**config.mk**
```make
export PLATFORM = sky130hd
export DESIGN_NAME = vars_states_loader
export DESIGN_NICKNAME = d
export VERILOG_FILES = /design/src/rtl/vars_states_loader.sv
export SDC_FILE = /design/constraint.sdc
export NUM_CORES = 1
export LEC_CHECK = 0
export CAP_MARGIN = 20
export CORE_UTILIZATION = 45
export DETAILED_ROUTE_END_ITERATION = 10
export PLACE_DENSITY_LB_ADDON = 0.15
export SETUP_SLACK_MARGIN = 0.05
export SLEW_MARGIN = 30
export SYNTH_ARGS = -nofsm -noshare
export SYNTH_HDL_FRONTEND = slang
export SYNTH_SLANG_ARGS = --single-unit
```
**constraint.sdc**
```tcl
create_clock -name clk -period 17.6 [get_ports clk]
set_input_delay 5.28 -clock clk [delete_from_list [all_inputs] [get_ports clk]]
set_output_delay 5.28 -clock clk [all_outputs]
set_load 0.02 [all_outputs]
```
**src/rtl/vars_states_loader.sv**
```systemverilog
// rtl/vars_states_loader.sv - moves per-variable state words between BRAM and the engine load/update port
// Optional VARS_LOADER_BURST_WR_EN: strobe all engine banks together once the load vector is complete.
module vars_states_loader #(
  parameter int NUM_VARS         = 8,
  parameter int WIDTH_VAR_STATES = 17,
  parameter int ADDR_WIDTH       = 9
) (
  input  logic                                 clk,
  input  logic                                 rst,
  input  logic                                 start_load_i,
  input  logic                                 start_store_i,
  input  logic [ADDR_WIDTH-1:0]                base_addr_i,
  output logic                                 busy_o,
  output logic                                 done_o,
  output logic                                 mem_rd_en_o,
  output logic [ADDR_WIDTH-1:0]                mem_rd_addr_o,
  input  logic [WIDTH_VAR_STATES-1:0]          mem_rd_data_i,
  output logic                                 mem_wr_en_o,
  output logic [ADDR_WIDTH-1:0]                mem_wr_addr_o,
  output logic [WIDTH_VAR_STATES-1:0]          mem_wr_data_o,
  output logic [NUM_VARS-1:0]                  wr_states_o,
  output logic [WIDTH_VAR_STATES*NUM_VARS-1:0] vars_states_o,
  input  logic [WIDTH_VAR_STATES*NUM_VARS-1:0] vars_states_i
);

  localparam int W  = WIDTH_VAR_STATES;
  localparam int CW = (NUM_VARS > 2) ? $clog2(NUM_VARS) : 1;

  typedef enum logic [2:0] {
    S_IDLE, S_LOAD, S_LOAD_DRAIN, S_STORE, S_DONE
  } state_t;

  state_t                r_state, w_next;
  logic [CW-1:0]         r_cnt;
  logic [ADDR_WIDTH-1:0] r_base;
  logic [W-1:0]          r_slots [NUM_VARS];
  logic [W-1:0]          r_snap  [NUM_VARS];
  logic                  r_rd_vld;
  logic [CW-1:0]         r_rd_idx;
  logic [NUM_VARS-1:0]   r_wr_states;
  logic [ADDR_WIDTH-1:0] w_addr;

  always_comb begin
    w_next = r_state;
    case (r_state)
      S_IDLE: begin
        if (start_load_i)       w_next = S_LOAD;
        else if (start_store_i) w_next = S_STORE;
      end
      S_LOAD:       if (r_cnt == CW'(NUM_VARS - 1)) w_next = S_LOAD_DRAIN;
      S_LOAD_DRAIN: if (r_cnt == CW'(1))            w_next = S_DONE;
      S_STORE:      if (r_cnt == CW'(NUM_VARS - 1)) w_next = S_DONE;
      S_DONE:       w_next = S_IDLE;
      default:      w_next = S_IDLE;
    endcase
  end

`ifndef VARS_LOADER_BURST_WR_EN
  logic [NUM_VARS-1:0] w_onehot;
  always_comb begin
    w_onehot = '0;
    for (int k = 0; k < NUM_VARS; k++)
      w_onehot[NUM_VARS-1-k] = r_rd_vld && (r_rd_idx == CW'(k));
  end
`endif

  always_ff @(posedge clk) begin
    if (!rst) begin
      r_state     <= S_IDLE;
      r_cnt       <= '0;
      r_base      <= '0;
      r_rd_vld    <= 1'b0;
      r_rd_idx    <= '0;
      r_wr_states <= '0;
      for (int k = 0; k < NUM_VARS; k++) begin
        r_slots[k] <= '0;
        r_snap[k]  <= '0;
      end
    end else begin
      r_state <= w_next;
      // r_cnt restarts on every state change; it indexes the word within LOAD/STORE and times the drain
      r_cnt   <= (w_next != r_state) ? '0 : r_cnt + CW'(1);
      if (r_state == S_IDLE && w_next != S_IDLE)
        r_base <= base_addr_i;
      if (r_state == S_IDLE && w_next == S_STORE)
        for (int k = 0; k < NUM_VARS; k++)
          r_snap[k] <= vars_states_i[W*(NUM_VARS-k)-1 -: W];
      // BRAM returns data one cycle after the strobe; track which slot it belongs to
      r_rd_vld <= (r_state == S_LOAD);
      r_rd_idx <= r_cnt;
      if (r_rd_vld)
        r_slots[r_rd_idx] <= mem_rd_data_i;
`ifdef VARS_LOADER_BURST_WR_EN
      r_wr_states <= (r_rd_vld && r_rd_idx == CW'(NUM_VARS - 1)) ? '1 : '0;
`else
      r_wr_states <= w_onehot;
`endif
    end
  end

  assign w_addr = r_base + ADDR_WIDTH'(r_cnt);

  assign busy_o        = (r_state != S_IDLE);
  assign done_o        = (r_state == S_DONE);
  assign mem_rd_en_o   = (r_state == S_LOAD);
  assign mem_rd_addr_o = w_addr;
  assign mem_wr_en_o   = (r_state == S_STORE);
  assign mem_wr_addr_o = w_addr;
  assign mem_wr_data_o = r_snap[r_cnt];
  assign wr_states_o   = r_wr_states;

  for (genvar k = 0; k < NUM_VARS; k++) begin : g_pack
    assign vars_states_o[W*(NUM_VARS-k)-1 -: W] = r_slots[k];
  end

endmodule

```
[Word-level counts from Yosys, hierarchy flattened]
Memories as Yosys holds them, arrays and structs flattened. A register that Yosys moved wholly into a read port is not among the register bits.
Index checks and enable logic that the tools add are counted.
Storage, ports and cells
  register bits: 27
  RAM bits: 272
  bits of input ports: 166
  output and inout port bits: 183
  memories: 2
Memory list
  r_slots: words 8, bits a word 17, rd ports 8, clocked after Yosys merged registers in 0, write ports 8, RTL line 36  | logic [W-1:0] r_slots [NUM_VARS];
  r_snap: words 8, bits a word 17, rd ports 1, clocked after Yosys merged registers in 1, write ports 8, RTL line 37  | logic [W-1:0] r_snap [NUM_VARS];
Cells by class
  add/subtract/negate cells: 2
  equal/unequal tests: 15
  multiplexer cells: 25
  bitwise gates (word level): 9
  reductions and logical operators: 16
Operators by type and width (number)
  $mux 17: 9
  $mux 3: 7
  $eq 3x3->1 const B: 6
  $reduce_or 17->1: 1
  $eq 3x2->1 const B: 5
  $pmux 3 s4: 1
  $logic_and 1x1->1: 10
  $add 9x3->9: 1
  $eq 3x1->1 const B: 3
  $mux 1: 8
  $or 1x1->1: 8
  $logic_not 3->1: 2
  $reduce_bool 3->1: 2
  $add 3x1->3 const B: 1
  $ne 3x3->1: 1
  $reduce_or 2->1: 1
  $not 1->1: 1

[Logic depth before layout (Yosys ltp)]
Gate-level depths: netlist of the first run.
  word-level depth: 9
  mapped depth: 7
  gate-level depth less buffers: 5

[Worst setup path before layout of the first run]
Ideal clock, no wire load.
  kind: input to register
  start: input start_load_i
  end: memory r_snap[0][0] (netlist name), enable pin
  setup time: 0.819 ns
  arrival: 14.957 ns
  slack: 1.824 ns
  cell stages on the path: 2
  buffers on the path: 0
  cell sequence: nand2b_1 -> o21ai_0
RTL lines
  from (decl): RTL line 10  | input logic start_load_i,
  to (decl): RTL line 37

[Worst setup path in the final report of the first run]
  start: register r_cnt[1]
  end: output mem_rd_addr_o[8]
Between the ends
  word-level cells in the longest chain between the ends: 1
RTL lines
  from (decl): RTL line 34  | logic [CW-1:0] r_cnt;
  from (signal assigned): RTL line 82  | r_cnt <= (w_next != r_state) ? '0 : r_cnt + CW'(1);
  $add 9x3->9: RTL line 101  | assign w_addr = r_base + ADDR_WIDTH'(r_cnt);
  to (decl): RTL line 16  | output logic [ADDR_WIDTH-1:0] mem_rd_addr_o,
No other way between the ends.

==> results of run 1 <==
## state kept, by name, summed over array words and instances, names as in the netlist
name,count
r_state,3
r_rd_idx,3
wr_states_o,8
r_slots,136
r_snap,136
r_cnt,3
r_base,9
r_rd_vld,1
## cell usage after synthesis (7+ instances only)
| master | instances | area, µm² |
|---|---|---|
| nor2_1 | 7 | 26.3 |
| nand3_1 | 11 | 55.1 |
| mux4_1 | 32 | 841 |
| edfxtp_1 | 272 | 8170 |
| clkbuf_1 | 16 | 60.1 |
| dfxtp_1 | 27 | 541 |
| mux2_2 | 17 | 191 |
| a21oi_1 | 14 | 70.1 |
| buf_6 | 10 | 113 |
| o21ai_0 | 17 | 85.1 |
| buf_2 | 8 | 40.0 |
| buf_4 | 10 | 75.1 |
| and2_1 | 275 | 1720 |
## final timing paths
kind | slack (ns) | startpoint | depth (start not counted) | endpoint
max | 9.00 | r_cnt[1] | 5 | mem_rd_addr_o[8]
min | 0.49 | r_base[0] | 2 | r_base[0]
max reg2reg | 14.17 | r_state[2] | 5 | r_snap[5][13]
min reg2reg | 0.49 | r_base[0] | 2 | r_base[0]
## critical path, delay by kind of cell (launching register included)
| kind | cells | cell delay (ns) |
|---|---|---|
| DFF | 1 | 0.92 |
| xor gates and xnor gates | 1 | 0.21 |
| buffers and inverters | 1 | 0.64 |
| adders and majority gates | 1 | 0.37 |
| AOI/OAI and AO/OA | 1 | 0.16 |
| and+or+nand+nor | 1 | 0.46 |
## cell type report
type | count | share of cell area, %
Multi-Input combinational cell | 424 | 20.1
Clock buffer | 35 | 4.45
Tap cell | 372 | 2.70
Timing Repair Buffer | 359 | 20.6
Clock inverter | 18 | 1.52
Sequential cell | 299 | 50.5
Inverter | 5 | 0.109
## layout by cell type (no fill, tap or decap), types with 11 or more instances in the layout
master             n
a21oi_1           14
and2_1           275
buf_4             11
clkbuf_16         29
clkdlybuf4s50_1  347
dfxtp_1           25
edfxtp_1         272
mux2_2            17
mux4_1            32
nand3_1           11
## cell families (layout without fill, tap and decap cells)
kind of cell               after synthesis  in the layout
adders and majority gates                7              7
AOI/OAI and AO/OA                       34             34
buffers and inverters                   52            417
xor gates and xnor gates                 7              7
muxes                                   51             51
DFF                                    299            299
and+or+nand+nor                        325            325
## routing by layer
layer | track usage (%) | share of wire, % | vias up
li1 | - | - | 3500
met1 | 25.9 | 41 | 3507
met2 | 34.2 | 49 | 306
met3 | 4.68 | 7.7 | 49
met4 | 5.18 | 2.2 | 4
met5 | 0 | 0.081 | -
## power groups by stage
stage	clock network (mW)	registers (mW)	logic, mW
floorplan	0	0.867	0.0901
global placement	0	0.846	0.209
detailed placement	0	0.848	0.210
CTS	0.679	0.833	0.211
global route	0.707	0.836	0.220
finish	0.667	0.832	0.207
## metrics by stage
stage | hold slack (ns) | power (mW)
final | 0.487 | 1.71
after global routing | 0.511 | 1.76
after global placement | 0.463 | 1.05
after CTS | 0.483 | 1.72
after floorplan | 0.454 | 0.957
after detailed placement | 0.474 | 1.06
==> impl_metrics.env, run 1 <==
export IMPL_clock_sinks=299
export IMPL_routed_via_density=4.87
export IMPL_status="finished clean"
export IMPL_layout_setup_ws_ns=9.00
export IMPL_swShare_pct=21.7
export IMPL_synth_edf_count=272
export IMPL_grt_antenna_before_repair=2
export IMPL_drt_antenna_violating_nets=0
export IMPL_initial_core_util_pct=46.1
export IMPL_hpwlAfterDp_um=19800
export IMPL_vias=7366
export IMPL_synth_xor_area_share_pct=0.491
export IMPL_layout_drive_gt1_share_pct=8.33
export IMPL_final_util_pct=63.7
export IMPL_cts_tree="built"
export IMPL_tightest_slew_ns=0.958
export IMPL_critPathArrivalTime_ns=3.32
export IMPL_design_die_area_um2=28400
export IMPL_ctsHoldBuffers=0
export IMPL_ctsHtreeMaxLevel=1
export IMPL_syn_area_um2=12500
export IMPL_fp_row_count=60
export IMPL_synthAdderAreaFrac_pct=0.761
export IMPL_grt_remaining_overflow=0
export IMPL_hold_class="reg2reg"
export IMPL_maxCapViolations=0
export IMPL_numCtsBuffers=29
export IMPL_switchingPower_mw=0.371
export IMPL_nFillCells=2008
export IMPL_cts_setup_buffers=0
export IMPL_synthArstFlopShare_pct=0
export IMPL_clkPwrFrac_pct=39.1
export IMPL_clk_path_buf_depth=3
export IMPL_final_cell_count_no_fill=1512
export IMPL_clk_pin_slew_worst_paths_ns=0.06
export IMPL_critPathCaptureType="primary output"
export IMPL_gp_congestion=0.845
export IMPL_yosysSeqAreaShare_pct=69.7
export IMPL_slew_violations=0
export IMPL_pwr_share_comb_pct=12.2
export IMPL_cp_slowest_cell="dfxtp_2"
export IMPL_critical_path_class="reg2out"
export IMPL_yosysWarnings=0
export IMPL_syn_avg_cell_area_um2=16.1
export IMPL_final_cell_area_um2=17300
export IMPL_synth_top_family_by_area="simple AND/OR/NAND/NOR gates"
export IMPL_drtPass1Iterations=4
export IMPL_fmax_mhz=116
export IMPL_grt_max_degree=103
export IMPL_final_setup_viol_count=0
export IMPL_post_route_period_util_pct=48.8
export IMPL_grt_pass1_vias=7416
export IMPL_area_growth_syn_to_layout_pct=38.2
export IMPL_ios=349
export IMPL_first_iter_violations=560
export IMPL_cts_resized=0
export IMPL_synth_seq_cells=299
export IMPL_critPathMaxFanout=38
export IMPL_finalHoldViolations=0
export IMPL_syn_inst=775
export IMPL_core_area_um2=27100
export IMPL_insertion_delay_ns=0.54
export IMPL_dp_slack_ns=9.50
export IMPL_post_route_min_period_ns=8.60
export IMPL_synth_simple_area_share_pct=16.2
export IMPL_multiInputGateArea_um2=3480
export IMPL_grt_pass1_wl_um=43100
export IMPL_skew_ns=0.00940
export IMPL_placedCellCount=1459
export IMPL_regArea_um2=8710
export IMPL_p_int_mw=1.34
export IMPL_power_density_nw_per_um2=98.9
export IMPL_crit_required_ns=12.32
export IMPL_wl_um=28500
export IMPL_synth_flop_cell="edfxtp_1"
export IMPL_ir_drop_mv=0.0631
export IMPL_numPortBuffers=348
export IMPL_synth_compound_area_share_pct=1.45
export IMPL_relSlewSlack_pct=36.1
export IMPL_slowest_delay_ns=0.92
export IMPL_place_area_um2=16200
export IMPL_chipWidth_um=169
export IMPL_die_h_um=169
export IMPL_n_antenna_cell=0
export IMPL_grt_usage_pct=20.1
export IMPL_rsz0062_at_grt="false"
export IMPL_wl_per_cell_um=18.8
export IMPL_leakage_nw=6.43
export IMPL_cts_root_buffer="clkbuf_16"
export IMPL_synth_nets=948
export IMPL_drc_errors=0
export IMPL_finalSetupTns_ns=0
export IMPL_critPathLaunchType="flop"
export IMPL_crit_chain="fa_1 > a21o_1 > or3b_2 > xnor2_1 > clkdlybuf4s50_1"
export IMPL_finalNetCount=1291
export IMPL_synth_mux_area_share_pct=8.62
export IMPL_pwr_share_seq_pct=48.8
export IMPL_synth_cell_types=40
(Power assumes the default switching activity.)
==> inputs of run 2 (changes only) <==
==> constraint.sdc (replaced) <==
create_clock -name clk -period 8 [get_ports clk]
set_input_delay 2.4 -clock clk [delete_from_list [all_inputs] [get_ports clk]]
set_output_delay 2.4 -clock clk [all_outputs]
set_load 0.02 [all_outputs]
==> run 2 against run 1 <==
  * Global-route usage increased by 0.11 points
  * Non-clock buffer count decreased by 2
  * Cell count increased by 0.20%
  * Utilization decreased by 0.18 points
  * Routed wire length increased by 1.7%
  * Die area unchanged
  * Sequential power increased by 120%
  * Count of clock-buffer cells in the layout increased by 7
  * Register-to-register slack got worse by 8.8 ns
  * Critical endpoint is now mem_wr_addr_o[8]
==> impl_metrics.env, run 2 (same netlist as run 1, synthesis figures left out) <==
export IMPL_drt_antenna_violating_nets=0
export IMPL_critical_path_class="reg2out"
export IMPL_final_cell_count_no_fill=1515
export IMPL_grt_remaining_overflow=0
export IMPL_vias=7439
export IMPL_initial_core_util_pct=46.1
export IMPL_post_route_min_period_ns=5.46
export IMPL_first_iter_violations=635
export IMPL_routed_via_density=4.91
export IMPL_dp_slack_ns=2.50
export IMPL_numPortBuffers=348
export IMPL_crit_required_ns=5.60
export IMPL_tightest_slew_ns=0.803
export IMPL_rsz0062_at_grt="false"
export IMPL_hpwlAfterDp_um=20000
export IMPL_grt_usage_pct=20.2
export IMPL_ctsHoldBuffers=0
export IMPL_status="finished clean"
export IMPL_n_antenna_cell=0
export IMPL_grt_pass1_wl_um=43500
export IMPL_cts_setup_buffers=0
export IMPL_critPathMaxFanout=38
export IMPL_post_route_period_util_pct=68.3
export IMPL_wl_per_cell_um=19.1
export IMPL_fmax_mhz=183
export IMPL_clock_sinks=299
export IMPL_maxCapViolations=0
export IMPL_grt_pass1_vias=7442
export IMPL_design_die_area_um2=28400
export IMPL_numCtsBuffers=31
export IMPL_final_setup_viol_count=0
export IMPL_finalNetCount=1291
export IMPL_gp_congestion=0.803
export IMPL_final_util_pct=63.5
export IMPL_cts_resized=0
export IMPL_skew_ns=0.0165
export IMPL_fp_row_count=60
export IMPL_drc_errors=0
export IMPL_wl_um=29000
export IMPL_slew_violations=0
export IMPL_insertion_delay_ns=0.56
export IMPL_layout_setup_ws_ns=2.54
export IMPL_leakage_nw=6.40
export IMPL_area_growth_syn_to_layout_pct=37.8
export IMPL_finalHoldViolations=0
export IMPL_power_density_nw_per_um2=212
export IMPL_drtPass1Iterations=5
export IMPL_grt_max_degree=137
export IMPL_critPathCaptureType="primary output"
export IMPL_die_h_um=169
export IMPL_hold_class="reg2reg"
export IMPL_placedCellCount=1457
export IMPL_chipWidth_um=169
export IMPL_ir_drop_mv=0.120
export IMPL_ctsHtreeMaxLevel=1
export IMPL_critPathLaunchType="flop"
export IMPL_grt_antenna_before_repair=1
export IMPL_clk_pin_slew_worst_paths_ns=0.06
export IMPL_clk_path_buf_depth=3
export IMPL_relSlewSlack_pct=46.2
export IMPL_core_area_um2=27100
export IMPL_layout_common_cells="347 x clkdlybuf4s50_1, 275 x and2_1, 272 x edfxtp_1, 32 x mux4_1, 31 x clkbuf_16"
export IMPL_layout_drive_gt1_share_pct=8.22
export IMPL_cts_root_buffer="clkbuf_16"
export IMPL_top_regs="r_slots x136, r_snap x136, r_base x9"
export IMPL_ios=349
export IMPL_critPathArrivalTime_ns=3.06
export IMPL_finalSetupTns_ns=0
export IMPL_cts_tree="built"
export IMPL_fin_hold_ws_ns=0.483
export IMPL_final_common_cell="clkdlybuf4s50_1"
==> run 2: changes by cell type in the layout (fill, tap and decap cells not counted), sizes merged <==
cell,change
buf,-2
bufinv,-6
clkbuf,+7
clkinv,+2
inv,+2
==> run 2: worst max-delay path: stages (launching register included) <==
cell and delay (ns):
dfxtp_4 0.70, fa_1 0.32, a21o_1 0.18, or3b_2 0.46, xnor2_1 0.19, clkdlybuf4s50_1 0.64
==> run 2: metrics by stage <==
step           area (µm²)  power [mW]
2_1_floorplan       12500        2.09
3_3_place_gp        16200        2.32
3_5_place_dp        16200        2.33
4_1_cts             17200        3.69
5_1_grt             17200        3.77
6_report            17200        3.65
==> run 2: layout make-up <==
type | instances | area [µm²]
Fill cell | 2051 | 9890
Sequential cell | 299 | 8710
Timing Repair Buffer | 357 | 3560
Multi-Input combinational cell | 424 | 3490
Clock buffer | 42 | 857
Tap cell | 372 | 465
Clock inverter | 16 | 114
Inverter | 5 | 18.8
==> run 2: power breakdown <==
part	leakage, nW	total [mW]	internal, mW	switching, mW
clock network	0.480	1.36	0.782	0.579
logic	2.86	0.458	0.238	0.219
registers	3.05	1.83	1.80	0.0348
==> run 2: final timing paths <==
| kind | depth (start not counted) | endpoint | slack [ns] | from |
|---|---|---|---|---|
| setup / recovery | 5 | mem_wr_addr_o[8] | 2.54 | r_cnt[1] |
| hold / removal | 2 | r_base[7] | 0.48 | r_base[7] |
| setup reg to reg | 4 | r_snap[3][13] | 5.38 | r_state[2] |
| hold reg to reg | 2 | r_base[7] | 0.48 | r_base[7] |
==> run 2: layer usage <==
metal  vias to the layer above  global-route usage, %  wire, µm
met2                       329                   33.7     13900
met4                         2                   6.68       795
li1                       3503                      -         -
met5                         -                      0        12
met1                      3553                   26.1     12000
met3                        52                   4.63      2280
==> inputs of run 3 (changes only) <==
--- a/config.mk
+++ b/config.mk
@@ -6,7 +6,7 @@
 export NUM_CORES = 1
 export LEC_CHECK = 0
 export CAP_MARGIN = 20
-export CORE_UTILIZATION = 45
+export CORE_UTILIZATION = 44
 export DETAILED_ROUTE_END_ITERATION = 10
 export PLACE_DENSITY_LB_ADDON = 0.15
 export SETUP_SLACK_MARGIN = 0.05
==> constraint.sdc (replaced) <==
create_clock -name clk -period 4.7 [get_ports clk]
set_input_delay 1.41 -clock clk [delete_from_list [all_inputs] [get_ports clk]]
set_output_delay 1.41 -clock clk [all_outputs]
set_load 0.02 [all_outputs]
==> run 3 against run 2 <==
  * Final area grew 1.0%
  * Cell count rose by 1.3%
  * Total power rose by 77%
  * Register-to-register slack got worse by 2.8 ns
  * Routed wire length is 7.8% higher
  * Non-clock buffer count grew 6
==> impl_metrics.env, run 3 (same netlist as run 1, synthesis figures left out) <==
export IMPL_final_setup_viol_count=0
export IMPL_min_from="r_base[0]"
export IMPL_design_die_area_um2=29100
export IMPL_slew_violations=0
export IMPL_numCtsBuffers=31
export IMPL_post_route_period_util_pct=93.0
export IMPL_slowest_delay_ns=0.70
export IMPL_grt_usage_pct=21.4
export IMPL_fp_row_count=61
export IMPL_ctsHoldBuffers=0
export IMPL_finalNetCount=1297
export IMPL_cts_setup_buffers=0
export IMPL_pwr_share_comb_pct=12.4
export IMPL_clock_sinks=299
export IMPL_switchingPower_mw=1.42
export IMPL_chipWidth_um=171
export IMPL_wl_um=31200
export IMPL_timing_rr_start="r_rd_idx[0]"
export IMPL_cts_resized=0
export IMPL_ir_drop_mv=0.260
export IMPL_insertion_delay_ns=0.55
export IMPL_regArea_um2=8710
export IMPL_hold_depth=2
export IMPL_drc_errors=0
export IMPL_startpoint="r_cnt[0]"
export IMPL_core_area_um2=27900
export IMPL_grt_pass1_vias=7452
export IMPL_skew_ns=0.0203
export IMPL_reg2reg_depth=4
export IMPL_finalHoldViolations=0
export IMPL_nFillCells=2105
export IMPL_initial_core_util_pct=44.9
export IMPL_layout_common_cells="347 x clkdlybuf4s50_1, 275 x and2_1, 272 x edfxtp_1, 32 x mux4_1, 31 x clkbuf_16"
export IMPL_r2r_end="r_slots[4][6]"
export IMPL_grt_pass1_wl_um=45000
export IMPL_die_h_um=171
export IMPL_top_regs="r_slots x136, r_snap x136, r_base x9"
export IMPL_routed_via_density=4.87
export IMPL_critPathCaptureType="primary output"
export IMPL_grt_max_degree=105
export IMPL_r2r_slack_ns=2.56
export IMPL_fin_hold_ws_ns=0.487
export IMPL_first_iter_violations=411
export IMPL_grt_remaining_overflow=0
export IMPL_multiInputGateArea_um2=3480
export IMPL_grt_antenna_before_repair=12
export IMPL_leakage_nw=6.48
export IMPL_status="finished clean"
export IMPL_cts_root_buffer="clkbuf_16"
export IMPL_clkPwrFrac_pct=39.3
export IMPL_p_int_mw=5.02
export IMPL_crit_chain="buf_4 > mux4_1 > mux2_2 > clkdlybuf4s50_1"
export IMPL_vias=7472
export IMPL_cts_tree="built"
export IMPL_rsz0062_at_grt="false"
export IMPL_hold_class="reg2reg"
export IMPL_maxCapViolations=0
export IMPL_critPathMaxFanout=38
export IMPL_power_density_nw_per_um2=371
export IMPL_hpwlAfterDp_um=22400
export IMPL_gp_congestion=0.811
export IMPL_post_route_min_period_ns=4.37
export IMPL_tightest_slew_ns=0.959
export IMPL_critPathLaunchType="flop"
export IMPL_crit_required_ns=3.29
export IMPL_drt_antenna_violating_nets=0
export IMPL_numPortBuffers=348
export IMPL_cp_slowest_cell="mux4_1"
export IMPL_ctsHtreeMaxLevel=1
export IMPL_critical_path_class="reg2out"
export IMPL_drtPass1Iterations=5
export IMPL_clk_pin_slew_worst_paths_ns=0.06
export IMPL_clk_path_buf_depth=3
export IMPL_layout_drive_gt1_share_pct=8.89
export IMPL_wl_per_cell_um=20.3
export IMPL_finalSetupTns_ns=0
export IMPL_ios=349
export IMPL_relSlewSlack_pct=36.1
export IMPL_hold_end="r_base[0]"
export IMPL_final_common_cell="clkdlybuf4s50_1"
export IMPL_area_growth_syn_to_layout_pct=39.2
export IMPL_swShare_pct=22.1
export IMPL_fmax_mhz=229
export IMPL_pwr_share_seq_pct=48.3
export IMPL_critPathArrivalTime_ns=2.96
==> run 3: cell count changes in the layout (fill, tap and decap cells not counted), sizes merged, moves of 3 or more <==
cell	previous run	this run
buf	10	16
bufinv	1	4
clkbuf	42	46
clkinv	12	6
diode	0	8
==> run 3: worst max-delay path by stage <==
| stage | endpoint | slack, ns | depth (start not counted) |
|---|---|---|---|
| 2_1_floorplan | r_snap[0][0] | 0.44 | 2 |
| 3_3_place_gp | mem_wr_data_o[8] | 0.92 | 4 |
| 3_5_place_dp | mem_wr_data_o[11] | 0.87 | 4 |
| 4_1_cts | mem_wr_data_o[11] | 0.28 | 4 |
| 5_1_grt | mem_wr_data_o[11] | 0.23 | 4 |
| 6_report | mem_wr_data_o[8] | 0.33 | 4 |
==> run 3: area by class of cell <==
type / count / area share (%)
tap: 378 / 2.72
inverter: 5 / 0.108
timing repair buffer: 363 / 20.8
sequential: 299 / 50.1
antenna: 8 / 0.115
clock inverter: 11 / 0.928
clock buffer: 46 / 5.24
multi-input combinational: 424 / 20.0
==> run 3: worst max-delay path: cells and delay by family, from the launching register on <==
family / cells / cell delay (ns)
buf+inv: 2 / 1.06
mux: 2 / 1.00
flops: 1 / 0.32
==> run 3: metal layers <==
| layer | part of all wire [%] | global-route usage (%) | vias to the layer above | wire (µm) |
|---|---|---|---|---|
| li1 | - | - | 3517 | - |
| met1 | 37 | 23.6 | 3582 | 11400 |
| met2 | 52 | 38.7 | 316 | 16100 |
| met3 | 9.0 | 6.69 | 53 | 2790 |
| met4 | 2.8 | 7.13 | 4 | 885 |
| met5 | 0.074 | 0 | - | 23 |
==> run 3: power groups by stage <==
stage               Clock, mW  Sequential (mW)  Combinational [mW]
CTS                      2.58             3.12               0.810
detailed placement          0             3.18               0.808
global route             2.67             3.13               0.850
floorplan                   0             3.22               0.340
finish                   2.53             3.12               0.797
global placement            0             3.17               0.801
==> run 3: metrics by stage <==
stage	std cells	area (µm²)	utilization, %	worst slack [ns]	power, mW
finish	1534	17400	62.4	0.330	6.45
global route	1532	17400	62.4	0.232	6.65
CTS	1526	17400	62.3	0.281	6.51
detailed placement	1469	16300	58.5	0.873	3.99
global placement	1469	16300	58.5	0.918	3.97
floorplan	775	12500	-	0.438	3.56
